===== config.mk =====
export PLATFORM = sky130hd
export DESIGN_NAME = tone_period_meter_flat
export DESIGN_NICKNAME = d
export VERILOG_FILES = /design/src/rtl/tone_period_meter_if.sv /design/src/rtl/tone_period_meter.sv /design/src/flat_wrapper.sv
export SDC_FILE = /design/constraint.sdc
export NUM_CORES = 1
export LEC_CHECK = 0
export BUFFER_PORTS_ARGS = -buffer_cell sky130_fd_sc_hd__buf_4
export CAP_MARGIN = 20
export CORE_UTILIZATION = 45
export DETAILED_ROUTE_END_ITERATION = 10
export GPL_ROUTABILITY_DRIVEN = 0
export SYNTH_ARGS = -nofsm -noshare
export SYNTH_HDL_FRONTEND = slang
export SYNTH_SLANG_ARGS = --single-unit

===== constraint.sdc =====
create_clock -name clk -period 4.6 [get_ports clk]
set_clock_uncertainty 0.15 [all_clocks]
set_input_delay 0.23 -clock clk [delete_from_list [all_inputs] [get_ports clk]]
set_output_delay 0.23 -clock clk [all_outputs]
set_load 0.02 [all_outputs]

===== src/rtl/tone_period_meter_if.sv =====
// tone_period_meter_if: bundles the audio input and measurement results of tone_period_meter.
//   audio_in     - raw square-wave input (asynchronous to clk)
//   period_out   - last accepted period in clk cycles, rising edge to rising edge
//   period_valid - one-cycle pulse when period_out updates
//   tone_present - high while a tone is being measured
//   tone_stable  - last two accepted periods are within tolerance
//   edge_count   - accepted rising edges, wraps at 255 -> 0
// Modports: master = meter side (drives results), slave = consumer side (drives audio_in).
interface tone_period_meter_if #(
    parameter int unsigned CNT_W = 16
);
    logic             audio_in;
    logic [CNT_W-1:0] period_out;
    logic             period_valid;
    logic             tone_present;
    logic             tone_stable;
    logic [7:0]       edge_count;

    modport master (
        input  audio_in,
        output period_out,
        output period_valid,
        output tone_present,
        output tone_stable,
        output edge_count
    );

    modport slave (
        output audio_in,
        input  period_out,
        input  period_valid,
        input  tone_present,
        input  tone_stable,
        input  edge_count
    );
endinterface


===== src/rtl/tone_period_meter.sv =====
// tone_period_meter: measures the period of a square-wave audio input in clk cycles and
// reports tone presence and stability.
//   clk   - system clock
//   rst_n - asynchronous active-low reset
//   bus   - tone_period_meter_if.master (audio_in in; period_out, period_valid,
//           tone_present, tone_stable, edge_count out)
// Latency: audio_in rise -> period_valid/period_out update at the 4th clk edge.
module tone_period_meter #(
    parameter int unsigned CNT_W      = 16,
    parameter int unsigned MAX_PERIOD = 50000,
    parameter int unsigned MIN_PERIOD = 4,
    parameter int unsigned TOL        = 2
) (
    input  logic                       clk,
    input  logic                       rst_n,
    tone_period_meter_if.master        bus
);

    typedef enum logic [1:0] {StSilent, StArmed, StMeasure} state_e;

    localparam logic [CNT_W-1:0] MaxP = CNT_W'(MAX_PERIOD);
    localparam logic [CNT_W-1:0] MinP = CNT_W'(MIN_PERIOD);
    localparam logic [CNT_W:0]   Tol  = (CNT_W+1)'(TOL);

    state_e           state_q, state_d;
    logic [2:0]       sync_q;
    logic             rise_q;
    logic [CNT_W-1:0] cnt_q, cnt_d;
    logic [CNT_W-1:0] period_q, period_d;
    logic [CNT_W-1:0] prev_q, prev_d;
    logic             valid_q, valid_d;
    logic             stable_q, stable_d;
    logic             present_q;
    logic [7:0]       edges_q, edges_d;

    logic [CNT_W-1:0] period;
    logic [CNT_W-1:0] cnt_inc;
    logic             timeout;
    logic             long_enough;
    logic signed [CNT_W:0] diff;
    logic [CNT_W:0]   abs_diff;
    logic             within_tol;

    // Two synchronizer flops plus one edge-detect flop; rise_q is registered so the
    // FSM reacts on the 4th edge after audio_in rises.
    always_ff @(posedge clk or negedge rst_n) begin
        if (!rst_n) begin
            sync_q <= '0;
            rise_q <= 1'b0;
        end else begin
            sync_q <= {sync_q[1:0], bus.audio_in};
            rise_q <= sync_q[1] & ~sync_q[2];
        end
    end

    assign period      = cnt_q + CNT_W'(1);
    assign cnt_inc     = (cnt_q >= MaxP) ? cnt_q : cnt_q + CNT_W'(1);
    assign timeout     = (period >= MaxP);
    assign long_enough = (period >= MinP);
    assign diff        = $signed({1'b0, period}) - $signed({1'b0, prev_q});
    assign abs_diff    = diff[CNT_W] ? $unsigned(-diff) : $unsigned(diff);
    assign within_tol  = (abs_diff <= Tol);

    // State register
    always_ff @(posedge clk or negedge rst_n) begin
        if (!rst_n) begin
            state_q <= StSilent;
        end else begin
            state_q <= state_d;
        end
    end

    // Next-state logic; a rise always wins over a simultaneous timeout.
    always_comb begin
        state_d = state_q;
        unique case (state_q)
            StSilent: begin
                if (rise_q) state_d = StArmed;
            end
            StArmed: begin
                if (rise_q) begin
                    if (long_enough) state_d = StMeasure;
                end else if (timeout) begin
                    state_d = StSilent;
                end
            end
            StMeasure: begin
                if (!rise_q && timeout) state_d = StSilent;
            end
            default: state_d = StSilent;
        endcase
    end

    // Output / datapath next values
    always_comb begin
        cnt_d    = cnt_q;
        period_d = period_q;
        prev_d   = prev_q;
        valid_d  = 1'b0;
        stable_d = stable_q;
        edges_d  = edges_q;
        unique case (state_q)
            StSilent: begin
                cnt_d = '0;
            end
            StArmed: begin
                if (rise_q) begin
                    cnt_d = '0;
                    if (long_enough) begin
                        period_d = period;
                        prev_d   = period;
                        valid_d  = 1'b1;
                        edges_d  = edges_q + 8'd1;
                        stable_d = 1'b0;
                    end
                end else if (timeout) begin
                    cnt_d = '0;
                end else begin
                    cnt_d = cnt_inc;
                end
            end
            StMeasure: begin
                if (rise_q) begin
                    cnt_d = '0;
                    if (long_enough) begin
                        period_d = period;
                        prev_d   = period;
                        valid_d  = 1'b1;
                        edges_d  = edges_q + 8'd1;
                        stable_d = within_tol;
                    end else begin
                        // Glitch: restart timing, drop stability, keep the last period.
                        stable_d = 1'b0;
                    end
                end else if (timeout) begin
                    cnt_d    = '0;
                    stable_d = 1'b0;
                end else begin
                    cnt_d = cnt_inc;
                end
            end
            default: begin
                cnt_d    = '0;
                stable_d = 1'b0;
            end
        endcase
    end

    always_ff @(posedge clk or negedge rst_n) begin
        if (!rst_n) begin
            cnt_q     <= '0;
            period_q  <= '0;
            prev_q    <= '0;
            valid_q   <= 1'b0;
            stable_q  <= 1'b0;
            present_q <= 1'b0;
            edges_q   <= '0;
        end else begin
            cnt_q     <= cnt_d;
            period_q  <= period_d;
            prev_q    <= prev_d;
            valid_q   <= valid_d;
            stable_q  <= stable_d;
            present_q <= (state_d == StMeasure);
            edges_q   <= edges_d;
        end
    end

    assign bus.period_out   = period_q;
    assign bus.period_valid = valid_q;
    assign bus.tone_present = present_q;
    assign bus.tone_stable  = stable_q;
    assign bus.edge_count   = edges_q;

endmodule


===== src/flat_wrapper.sv =====
// flat-port wrapper written by rule: the top's interface ports become plain ports
module tone_period_meter_flat 
#(
    parameter int unsigned CNT_W      = 16,
    parameter int unsigned MAX_PERIOD = 50000,
    parameter int unsigned MIN_PERIOD = 4,
    parameter int unsigned TOL        = 2
)
  (clk, rst_n, bus_audio_in, bus_period_out, bus_period_valid, bus_tone_present, bus_tone_stable, bus_edge_count);
  tone_period_meter_if #(.CNT_W(CNT_W)) bus_i ();
  input  logic clk;
  input  logic rst_n;
  input wire logic [$bits(bus_i.audio_in)-1:0] bus_audio_in;
  output wire logic [$bits(bus_i.period_out)-1:0] bus_period_out;
  output wire logic [$bits(bus_i.period_valid)-1:0] bus_period_valid;
  output wire logic [$bits(bus_i.tone_present)-1:0] bus_tone_present;
  output wire logic [$bits(bus_i.tone_stable)-1:0] bus_tone_stable;
  output wire logic [$bits(bus_i.edge_count)-1:0] bus_edge_count;
  assign bus_i.audio_in = bus_audio_in;
  assign bus_period_out = bus_i.period_out;
  assign bus_period_valid = bus_i.period_valid;
  assign bus_tone_present = bus_i.tone_present;
  assign bus_tone_stable = bus_i.tone_stable;
  assign bus_edge_count = bus_i.edge_count;
  tone_period_meter #(.CNT_W(CNT_W), .MAX_PERIOD(MAX_PERIOD), .MIN_PERIOD(MIN_PERIOD), .TOL(TOL)) u_core (.clk(clk), .rst_n(rst_n), .bus(bus_i));
endmodule

==> summary.md, run 1 <==
| Metric | Value |
|---|---|
| Status | `finished, final reports clean` |
| Crit-path slowest cell | `dfrtp_1` |
| Final setup violating endpoints | `0` |
| Lkg Pwr | `2.08 nW` |
| Syn avg cell area | `8.43 um2` |
| Sequential area share after synthesis | `30.7%` |
| Yosys reg bits | `49` |
| Gr ovfl total | `0` |
| Reg-to-reg slack, setup | `300 ps` |
| Clock-pin transition on the worst setup and hold timing paths | `100 ps` |
| CP dominant cell by count | `ha_1` |
| Worst EP arrival | `4370 ps` |
| Root buffer cell | `clkbuf_8` |
| CP delay by family, top | `compound AO/OA/AOI/OAI gates` |
| Num CTS Buffers | `5` |
| Async set-or-reset flop fraction in the synthesized netlist | `100%` |
| DR vias | `3444` |
| Hold Crit Class | `reg -> reg` |
| Crit path from | `u_core.cnt_q[1]$_DFFE_PN0P_` |
| Drt wl/cell | `15.2 um` |
| WP depth | `14` |
| DP Wirelength | `7.07 mm` |
| Total GRT Usage | `21.2%` |
| Diodes inserted | `0` |
| Worst vdd ir | `0.191 mV` |
| Starting Density | `46.0%` |
| Period minus WS final | `4300 ps` |
| RSZ-0062 raised after global routing | `false` |
| Share of cells above drive strength 1 | `14.0%` |
| CORE AREA | `8680 um2` |
| Reg2reg end | `u_core.bus.tone_stable$_DFFE_PN0P_` |
| CP Max Fanout | `9` |
| Sink Count | `49` |
| Post-synthesis cell count | `474` |
| Most frequent cells in the layout | `nor2_1 (55), dfrtp_1 (47), buf_4 (37), inv_1 (35), a21oi_1 (32)` |
| Critical Path Source Type | `register` |
| Max H-tree Level | `2` |
| Final hold vios | `0` |
| Least-Margin Pin Slew | `696 ps` |
| Synth-to-Final Area Change | `11.0%` |
| Fill cells | `850` |
| Initial DRC Count | `142` |
| Max cap viols | `0` |
| Count of cell types in the netlist | `82` |
| Sum Neg Setup Slack | `0 ps` |
| Power density over cell area | `538 nW/um2` |
| Ys flop type | `dfrtp_1` |
| Slew HR | `53.3%` |
| Die ar. | `9260 um2` |
| Die H | `96.2 um` |
| Routed wire length | `9.23 mm` |
| # DRC | `0` |
| Reg2Reg Launch Point | `u_core.cnt_q[1]$_DFFE_PN0P_` |
| Row count | `34` |
| R2R depth | `14` |
| Max-slew violations | `0` |
| Vias per inst | `5.67` |
| Initial antenna violation count | `0` |
| Fin worst setup slack | `300 ps` |
| Vias in the first global route | `3148` |
| Cells along the critical path | `ha_1 > inv_1 > nor3_2 > xor2_1 > ha_1 > a211oi_2 > nor2b_1 > or4b_4 > a31o_1 > a21oi_1 > xnor2_1 > a2111oi_1 > nor3_1 > o41ai_2` |
| CTS tree | `yes` |
| Final Cycle Share | `93.5%` |
| Count of buffers from port buffering | `29` |
| Post-synthesis instance area | `4000 um2` |
| First-pass DRT Iterations | `5` |
| Largest net degree at the start of global routing | `50` |
| Worst-case clock buffer depth | `2` |
| Crit path largest cell delay | `500 ps` |
| Die width | `96.2 um` |
| ANT nets after route | `0` |
| Fmax | `233 MHz` |
| Power, Total | `2.39 mW` |
| Hold WS | `213 ps` |
| Post-synth EDFFs | `0` |
| Ys Warns | `0` |
| Worst path bufs/invs | `1` |
| Worst Path Class, Setup | `reg -> reg` |
| Critical path endpoint category | `register` |
| Nets | `526` |
| Worst setup endpoint | `u_core.bus.tone_stable$_DFFE_PN0P_` |
| Clk Latency, worst-skew pair | `310 ps` |
| Commonest non-fill, non-tap cell in the layout | `nor2_1` |
| DP Worst Slack | `146 ps` |
| Required time worst endpoint | `4670 ps` |
| Syn Nets | `502` |
| First-pass GRT wire length | `15.2 mm` |
| # IOs | `30` |
==> final cells by class <==
cell class	count	area [um2]	area share [%]
clock inverters	3	21.3	0.480
clock buffers	5	68.8	1.55
inverters	36	135	3.05
repair buffers	39	298	6.71
multi-input cells	367	2550	57.5
well taps	108	135	3.05
flip-flops and latches	49	1230	27.7
==> power by group <==
group | switching [mW] | total (mW) | internal, mW | leakage (nW)
Clock | 0.151 | 0.259 | 0.108 | 0.0445
Sequential | 0.0619 | 0.550 | 0.488 | 0.663
Combinational | 0.945 | 1.58 | 0.632 | 1.37
==> routing by layer <==
metal | track usage (%) | up-vias | wire, um
li1 | - | 1745 | -
met1 | 30.2 | 1648 | 4550
met2 | 34.9 | 46 | 4430
met3 | 1.90 | 5 | 186
met4 | 4.35 | 0 | 69
met5 | 0 | - | 0
==> repair_timing <==
item                                   in CTS  in global routing
buffers inserted                            0                  1
resized for setup                           0                  6
endpoints found under the hold margin      50                  0
setup endpoints to repair                   0                  1
hold buffers                                2                  0
==> stage by stage <==
stage | instance area, um2 | util (%) | instances
after floorplan | 4000 | - | 474
after global placement | 4300 | 49.5 | 596
after global routing | 4440 | 51.1 | 607
after CTS | 4410 | 50.8 | 606
final | 4440 | 51.1 | 607
after detailed placement | 4300 | 49.5 | 596
==> Yosys cell counts (all sizes together), types with 4 or more instances <==
cell type | number | area (um2)
o21ai | 15 | 75.1
nor2 | 57 | 224
inv | 36 | 135
nand2b | 6 | 37.5
a21oi | 32 | 160
xor2 | 19 | 166
xnor2 | 22 | 200
a21o | 6 | 45.0
or3 | 5 | 41.3
clkbuf | 11 | 41.3
nand3 | 21 | 105
nand4 | 12 | 75.1
nor3 | 12 | 76.3
a31oi | 4 | 25.0
nand2 | 27 | 101
nor2b | 5 | 31.3
o211ai | 6 | 50.1
and2 | 9 | 56.3
dfrtp | 49 | 1230
ha | 24 | 300
o21a | 4 | 30.0
a211oi | 8 | 70.1
buf | 11 | 62.6
==> kinds of logic (layout without fill, tap and decap cells) <==
kind of cell,Yosys count,in the layout,share of synthesized area (%)
AND/OR/NAND/NOR,181,181,24.0
adder cells (fa/ha/maj),25,25,8.02
multiplexers,2,2,0.501
AO/OA/AOI/OAI,118,118,21.6
flip-flops,49,49,30.7
XOR/XNOR,41,41,9.17
buffers and inverters,58,83,5.98
==> worst register-to-register path, cell delays in order, from the launching register on <==
cell	delay, ps
dfrtp_1	500
ha_1	260
inv_1	100
nor3_2	250
xor2_1	320
ha_1	370
a211oi_2	310
nor2b_1	200
or4b_4	500
a31o_1	230
a21oi_1	190
xnor2_1	130
a2111oi_1	280
nor3_1	120
o41ai_2	320
==> registers in the layout (all words and copies together), names as in the netlist <==
| signal | cells |
|---|---|
| u_core.bus.period_out | 16 |
| u_core.cnt_q | 16 |
| u_core.bus.edge_count | 8 |
| u_core.sync_q | 3 |
| u_core.state_q | 2 |
| u_core.bus.period_valid | 1 |
| u_core.bus.tone_present | 1 |
| u_core.bus.tone_stable | 1 |
| u_core.rise_q | 1 |
==> worst min path at each step <==
stage / from / to / depth (start not counted)
after floorplan: rst_n / u_core.bus.edge_count[0]$_DFFE_PN0P_ / 0
after global placement: rst_n / u_core.bus.period_out[13]$_DFFE_PN0P_ / 1
after detailed placement: rst_n / u_core.bus.period_out[15]$_DFFE_PN0P_ / 1
after CTS: u_core.sync_q[0]$_DFF_PN0_ / u_core.sync_q[1]$_DFF_PN0_ / 0
after global routing: u_core.sync_q[0]$_DFF_PN0_ / u_core.sync_q[1]$_DFF_PN0_ / 0
final: u_core.sync_q[0]$_DFF_PN0_ / u_core.sync_q[1]$_DFF_PN0_ / 0
No activity file was read; power rests on OpenSTA's default activity.
==> run 2: changes to the inputs <==
--- a/config.mk
+++ b/config.mk
@@ -10,6 +10,8 @@
 export CORE_UTILIZATION = 45
 export DETAILED_ROUTE_END_ITERATION = 10
 export GPL_ROUTABILITY_DRIVEN = 0
+export PLACE_DENSITY_LB_ADDON = 0.3
+export SLEW_MARGIN = 40
 export SYNTH_ARGS = -nofsm -noshare
 export SYNTH_HDL_FRONTEND = slang
 export SYNTH_SLANG_ARGS = --single-unit
==> constraint.sdc (replaced) <==
create_clock -name clk -period 4.6 [get_ports clk]
set_clock_uncertainty 0.15 [all_clocks]
set_input_delay 0.23 -clock clk [delete_from_list [all_inputs] [get_ports clk]]
set_output_delay 0.23 -clock clk [all_outputs]
set_load 0.05 [all_outputs]
==> summary.md, run 2 (synthesized netlist as in run 1, its figures left out) <==
| Metric | Value |
|---|---|
| DP Wirelength | `6.96 mm (-1.6%)` |
| Non-filler cells, final | `606 (-0.16%)` |
| Fin worst setup slack | `332 ps (+32.0 ps)` |
| Setup bufs post-CTS | `0 (unchanged)` |
| Max cap viols | `0 (unchanged)` |
| Nets | `525 (-0.19%)` |
| Worst Path Class, Setup | `reg -> reg` |
| Crit-path slowest cell | `dfrtp_1` |
| # IOs | `30 (unchanged)` |
| Worst vdd ir | `0.200 mV (+5.0%)` |
| Critical path endpoint category | `register` |
| Cells along the critical path | `nand4_1 > nor3_2 > nand3_1 > xnor2_1 > ha_1 > a21o_1 > a211oi_1 > o2bb2ai_1 > a31o_2 > a21oi_1 > nor4b_1 > buf_4 > o211ai_1 > o41ai_2` |
| Drt wl/cell | `15.0 um (-1.1%)` |
| Hold path depth | `0 (unchanged)` |
| Worst path bufs/invs | `1 (unchanged)` |
| Vias in the first global route | `3123 (-0.79%)` |
| R2R depth | `14 (unchanged)` |
| CP delay by family, top | `compound AO/OA/AOI/OAI gates` |
| Initial antenna violation count | `0 (unchanged)` |
| Lkg Pwr | `2.09 nW (+0.87%)` |
| Total GRT Usage | `20.5% (-0.68 points)` |
| Crit path largest cell delay | `480 ps (-20 ps)` |
| First-pass GRT wire length | `14.8 mm (-2.9%)` |
| # DRC | `0 (unchanged)` |
| Final Cycle Share | `92.8% (-0.70 points)` |
| Hold Crit Class | `reg -> reg` |
| ANT nets after route | `0 (unchanged)` |
| Synth-to-Final Area Change | `12.1%` |
| Sum Neg Setup Slack | `0 ps (unchanged)` |
| Slew HR | `52.9% (-0.35 points)` |
| Area after DPL | `4300 um2 (unchanged)` |
| WP depth | `14 (unchanged)` |
| CP Max Fanout | `8 (-1)` |
| Final hold vios | `0 (unchanged)` |
| Required time worst endpoint | `4670 ps (about the same)` |
| Power, Total | `2.60 mW (+8.7%)` |
| Largest net degree at the start of global routing | `50 (unchanged)` |
| Least-Margin Pin Slew | `701 ps (+5.21 ps)` |
| CORE AREA | `8680 um2 (unchanged)` |
| Root buffer cell | `clkbuf_8` |
| CTS tree | `yes` |
| Die width | `96.2 um (unchanged)` |
| Final core occ | `51.6% (+0.49 points)` |
| DP Worst Slack | `195 ps (+49.1 ps)` |
| Commonest non-fill, non-tap cell in the layout | `nor2_1` |
| Starting Density | `46.0% (unchanged)` |
| Hold WS | `213 ps (-0.501 ps)` |
| Gr ovfl total | `0 (unchanged)` |
| Worst EP arrival | `4330 ps (-40 ps)` |
| Power density over cell area | `580 nW/um2 (+7.7%)` |
| First-pass DRT Iterations | `5 (unchanged)` |
| Diodes inserted | `0 (unchanged)` |
| Die H | `96.2 um (unchanged)` |
| Critical Path Source Type | `register` |
| Clock-pin transition on the worst setup and hold timing paths | `100 ps (about the same)` |
| Die ar. | `9260 um2 (unchanged)` |
| Fmax | `234 MHz (+0.75%)` |
| Sink Count | `49 (unchanged)` |
| DR vias | `3497 (+1.5%)` |
| Share of cells above drive strength 1 | `14.3% (+0.23 points)` |
| Count of buffers from port buffering | `29 (unchanged)` |
| Worst-case clock buffer depth | `2 (unchanged)` |
| Max H-tree Level | `2 (unchanged)` |
| Design area | `4480 um2 (+0.96%)` |
| Routed wire length | `9.12 mm (-1.2%)` |
| Initial DRC Count | `157 (+11%)` |
| Vias per inst | `5.77 (+1.7%)` |
| Max-slew violations | `0 (unchanged)` |
| Num CTS Buffers | `5 (unchanged)` |
| Most frequent cells in the layout | `nor2_1 (55), dfrtp_1 (45), buf_4 (36), inv_1 (35), a21oi_1 (32)` |
| Period minus WS final | `4270 ps (-32.0 ps)` |
| Row count | `34 (unchanged)` |
| Status | `finished, final reports clean` |
| Final setup violating endpoints | `0 (unchanged)` |
| Inst Count DP | `596 (unchanged)` |
| Clk Latency, worst-skew pair | `310 ps (about the same)` |
-- run 2: changes by cell type in the layout (fill, tap and decap cells not counted) --
cell	before	now
clkinv_2	1	0
clkinvlp_4	1	0
buf_4	37	36
dfrtp_1	47	45
bufinv_16	0	2
dfrtp_2	2	4
-- run 2: final cells by class --
type / count / area (um2)
Clock buffer: 5 / 68.8
Clock inverter: 3 / 68.8
Fill cell: 836 / 4200
Inverter: 36 / 135
Multi-Input combinational cell: 367 / 2550
Sequential cell: 49 / 1230
Tap cell: 108 / 135
Timing Repair Buffer: 38 / 290
-- run 2: timing repair --
| item | in CTS | in global routing |
|---|---|---|
| resized for setup | 0 | 8 |
| hold buffers | 2 | 0 |
| hold endpoints to repair | 50 | 0 |
| endpoints found under the setup margin | 0 | 1 |
-- run 2: final timing paths --
kind                                             startpoint  slack, ps                                  to
min in group asynchronous                             rst_n        330   u_core.bus.period_valid$_DFF_PN0_
worst min register to register   u_core.sync_q[0]$_DFF_PN0_        210          u_core.sync_q[1]$_DFF_PN0_
max in group asynchronous                             rst_n       3510         u_core.cnt_q[2]$_DFFE_PN0P_
worst max-delay path            u_core.cnt_q[4]$_DFFE_PN0P_        330  u_core.bus.tone_stable$_DFFE_PN0P_
worst max register to register  u_core.cnt_q[4]$_DFFE_PN0P_        330  u_core.bus.tone_stable$_DFFE_PN0P_
worst min-delay path             u_core.sync_q[0]$_DFF_PN0_        210          u_core.sync_q[1]$_DFF_PN0_
-- run 2: metal layers --
| layer | vias up | share of wire, % | track usage [%] | routed length [um] |
|---|---|---|---|---|
| met2 | 61 | 48 | 34.2 | 4370 |
| li1 | 1739 | - | - | - |
| met5 | - | 0 | 0 | 0 |
| met1 | 1682 | 48 | 28.1 | 4330 |
| met4 | 0 | 1.5 | 5.47 | 138 |
| met3 | 15 | 3.1 | 2.37 | 280 |
-- run 2: worst register-to-register path, cell delays in order (launching register included) --
cell	delay [ps]
dfrtp_1	480
nand4_1	320
nor3_2	290
nand3_1	140
xnor2_1	380
ha_1	380
a21o_1	230
a211oi_1	330
o2bb2ai_1	170
a31o_2	230
a21oi_1	160
nor4b_1	290
buf_4	180
o211ai_1	130
o41ai_2	320
-- run 2: where the power goes --
| group | leakage [nW] | switching, mW | internal, mW | total, mW |
|---|---|---|---|---|
| logic | 1.37 | 1.04 | 0.632 | 1.67 |
| clock network | 0.0687 | 0.157 | 0.219 | 0.376 |
| registers | 0.659 | 0.0607 | 0.489 | 0.550 |
==> run 3: changes to the inputs <==
--- a/config.mk
+++ b/config.mk
@@ -7,6 +7,9 @@
 export LEC_CHECK = 0
 export BUFFER_PORTS_ARGS = -buffer_cell sky130_fd_sc_hd__buf_4
 export CAP_MARGIN = 20
+export CELL_PAD_IN_SITES_DETAIL_PLACEMENT = 1
+export CELL_PAD_IN_SITES_GLOBAL_PLACEMENT = 1
+export CORE_MARGIN = 2
 export CORE_UTILIZATION = 45
 export DETAILED_ROUTE_END_ITERATION = 10
 export GPL_ROUTABILITY_DRIVEN = 0
==> summary.md, run 3 (synthesized netlist as in run 1, its figures left out) <==
| Metric | Value |
|---|---|
| Status | `finished, final reports clean` |
| Worst Path Class, Setup | `reg -> reg` |
| Die ar. | `9650 um2 (+4.2%)` |
| Sink Count | `49 (unchanged)` |
| Critical Path Source Type | `register` |
| Fmax | `231 MHz (-1.4%)` |
| CTS tree | `yes` |
| Grt met1 use | `29.7% (+1.6 points)` |
| Power, Total | `2.59 mW (about the same)` |
| DP Wirelength | `8.34 mm (+20%)` |
| Drt wl/cell | `18.0 um (+20%)` |
| Area after DPL | `4290 um2 (-0.17%)` |
| Starting Density | `46.0% (unchanged)` |
| Die width | `98.2 um (+2.1%)` |
| Routed wire length | `10.9 mm (+20%)` |
| Global Route met2 Usage | `40.3% (+6.1 points)` |
| Nets | `526 (+0.19%)` |
| Vias in the first global route | `3706 (+19%)` |
| # IOs | `30 (unchanged)` |
| Most frequent cells in the layout | `nor2_1 (55), dfrtp_1 (46), buf_4 (37), inv_1 (35), a21oi_1 (32)` |
| Least-Margin Pin Slew | `736 ps (+34.8 ps)` |
| Synth-to-Final Area Change | `12.1% (unchanged)` |
| CORE AREA | `8680 um2 (unchanged)` |
| Hold Crit Class | `reg -> reg` |
| Final setup violating endpoints | `0 (unchanged)` |
| Share of cells above drive strength 1 | `14.6% (+0.37 points)` |
| CP Max Fanout | `12 (+4)` |
| Final hold vios | `0 (unchanged)` |
| Num CTS Buffers | `5 (unchanged)` |
| Largest net degree at the start of global routing | `50 (unchanged)` |
| Diodes inserted | `0 (unchanged)` |
| First-pass GRT wire length | `18.3 mm (+24%)` |
| Root buffer cell | `clkbuf_8` |
| Worst EP arrival | `4400 ps (+70 ps)` |
| Final Cycle Share | `94.1% (+1.3 points)` |
| Design area | `4480 um2 (unchanged)` |
| Count of buffers from port buffering | `29 (unchanged)` |
| Worst-case clock buffer depth | `2 (unchanged)` |
| Row count | `34 (unchanged)` |
| Max-slew violations | `0 (unchanged)` |
| Lkg Pwr | `2.10 nW (+0.20%)` |
| Max H-tree Level | `2 (unchanged)` |
| Max cap viols | `0 (unchanged)` |
| Total GRT Usage | `23.0% (+2.4 points)` |
| Commonest non-fill, non-tap cell in the layout | `nor2_1` |
| GR Layer Usage met3 | `2.79% (+0.42 points)` |
| First-pass DRT Iterations | `4 (-1)` |
| Clk Latency, worst-skew pair | `310 ps (about the same)` |
| ANT nets after route | `0 (unchanged)` |
| Slew HR | `50.6% (-2.3 points)` |
| # DRC | `0 (unchanged)` |
| Sum Neg Setup Slack | `0 ps (unchanged)` |
| Required time worst endpoint | `4670 ps (about the same)` |
| Critical path endpoint category | `register` |
| Worst vdd ir | `0.209 mV (+4.6%)` |
| Initial DRC Count | `115 (-27%)` |
| Hold WS | `214 ps (+0.861 ps)` |
| GR peak layer | `met2` |
| Die H | `98.2 um (+2.1%)` |
| Gr ovfl total | `0 (unchanged)` |
| Clock-pin transition on the worst setup and hold timing paths | `100 ps (about the same)` |
| Initial antenna violation count | `0 (unchanged)` |
| Vias per inst | `5.86 (+1.5%)` |
| Power density over cell area | `579 nW/um2 (about the same)` |
| Period minus WS final | `4330 ps (+59.0 ps)` |
| DR vias | `3556 (+1.7%)` |
==> run 3: cell types whose count changed in the layout (fill, tap and decap cells not counted) <==
cell and delta:
buf_4 +1, bufinv_16 -1, clkinv_4 +1, clkinvlp_4 +1
dfrtp_1 +1, dfrtp_2 -1, inv_6 -1, nor4_1 +1
nor4_2 -1, xnor2_1 -2, xnor2_2 +2, xor2_1 -1
xor2_2 +1
==> run 3: worst paths after layout <==
| kind | from | end | slack [ps] | cells after the start |
|---|---|---|---|---|
| min reg2reg | u_core.sync_q[0]$_DFF_PN0_ | u_core.sync_q[1]$_DFF_PN0_ | 210 | 0 |
| max | u_core.cnt_q[0]$_DFFE_PN0P_ | u_core.bus.tone_stable$_DFFE_PN0P_ | 270 | 14 |
| max in group asynchronous | rst_n | u_core.cnt_q[1]$_DFFE_PN0P_ | 3490 | 2 |
| min in group asynchronous | rst_n | u_core.cnt_q[5]$_DFFE_PN0P_ | 340 | 2 |
| max reg2reg | u_core.cnt_q[0]$_DFFE_PN0P_ | u_core.bus.tone_stable$_DFFE_PN0P_ | 270 | 14 |
| min | u_core.sync_q[0]$_DFF_PN0_ | u_core.sync_q[1]$_DFF_PN0_ | 210 | 0 |
==> run 3: area by class of cell <==
class | instances | area, um2
clock buffers | 5 | 68.8
inverters | 36 | 135
fillers | 1079 | 4200
flip-flops and latches | 49 | 1230
clock inverters | 3 | 46.3
repair buffers | 39 | 298
multi-input cells | 367 | 2560
well taps | 108 | 135
==> run 3: through the flow <==
stage | utilization, % | cells | worst slack, ps
2_1_floorplan | - | 474 | 697
6_report | 51.6 | 607 | 273
3_5_place_dp | 49.4 | 595 | -7.48
3_3_place_gp | 49.4 | 595 | 125
4_1_cts | 51.0 | 605 | 53.4
5_1_grt | 51.6 | 607 | -74.1
==> run 3: worst max-delay path, stage by stage (launching register included) <==
cell,delay (ps)
dfrtp_2,510
ha_1,240
inv_1,100
nor3_2,320
xor2_2,240
ha_1,340
a211oi_2,330
nor2b_1,220
or4b_4,510
a31o_1,220
a21oi_1,200
xnor2_1,130
a2111oi_1,280
nor3_1,120
o41ai_2,330
==> run 3: power breakdown <==
group	total [mW]	internal (mW)	switching (mW)	leakage [nW]
Sequential	0.554	0.489	0.0653	0.661
Combinational	1.72	0.640	1.08	1.38
Clock	0.320	0.163	0.157	0.0543
Total	2.59	1.29	1.30	2.10
==> run 3: layer usage <==
| metal | wire [um] | vias up |
|---|---|---|
| met5 | 0 | - |
| met2 | 5610 | 37 |
| met3 | 219 | 11 |
| met4 | 141 | 0 |
| met1 | 4970 | 1772 |
| li1 | - | 1736 |
==> run 3: timing repair <==
action / CTS / global route
gates resized for setup: 1 / 8
hold buffers: 2 / 0
setup endpoints to repair: 1 / 1
endpoints found under the hold margin: 50 / 0
pin swaps: 0 / 1
setup buffers: 0 / 2
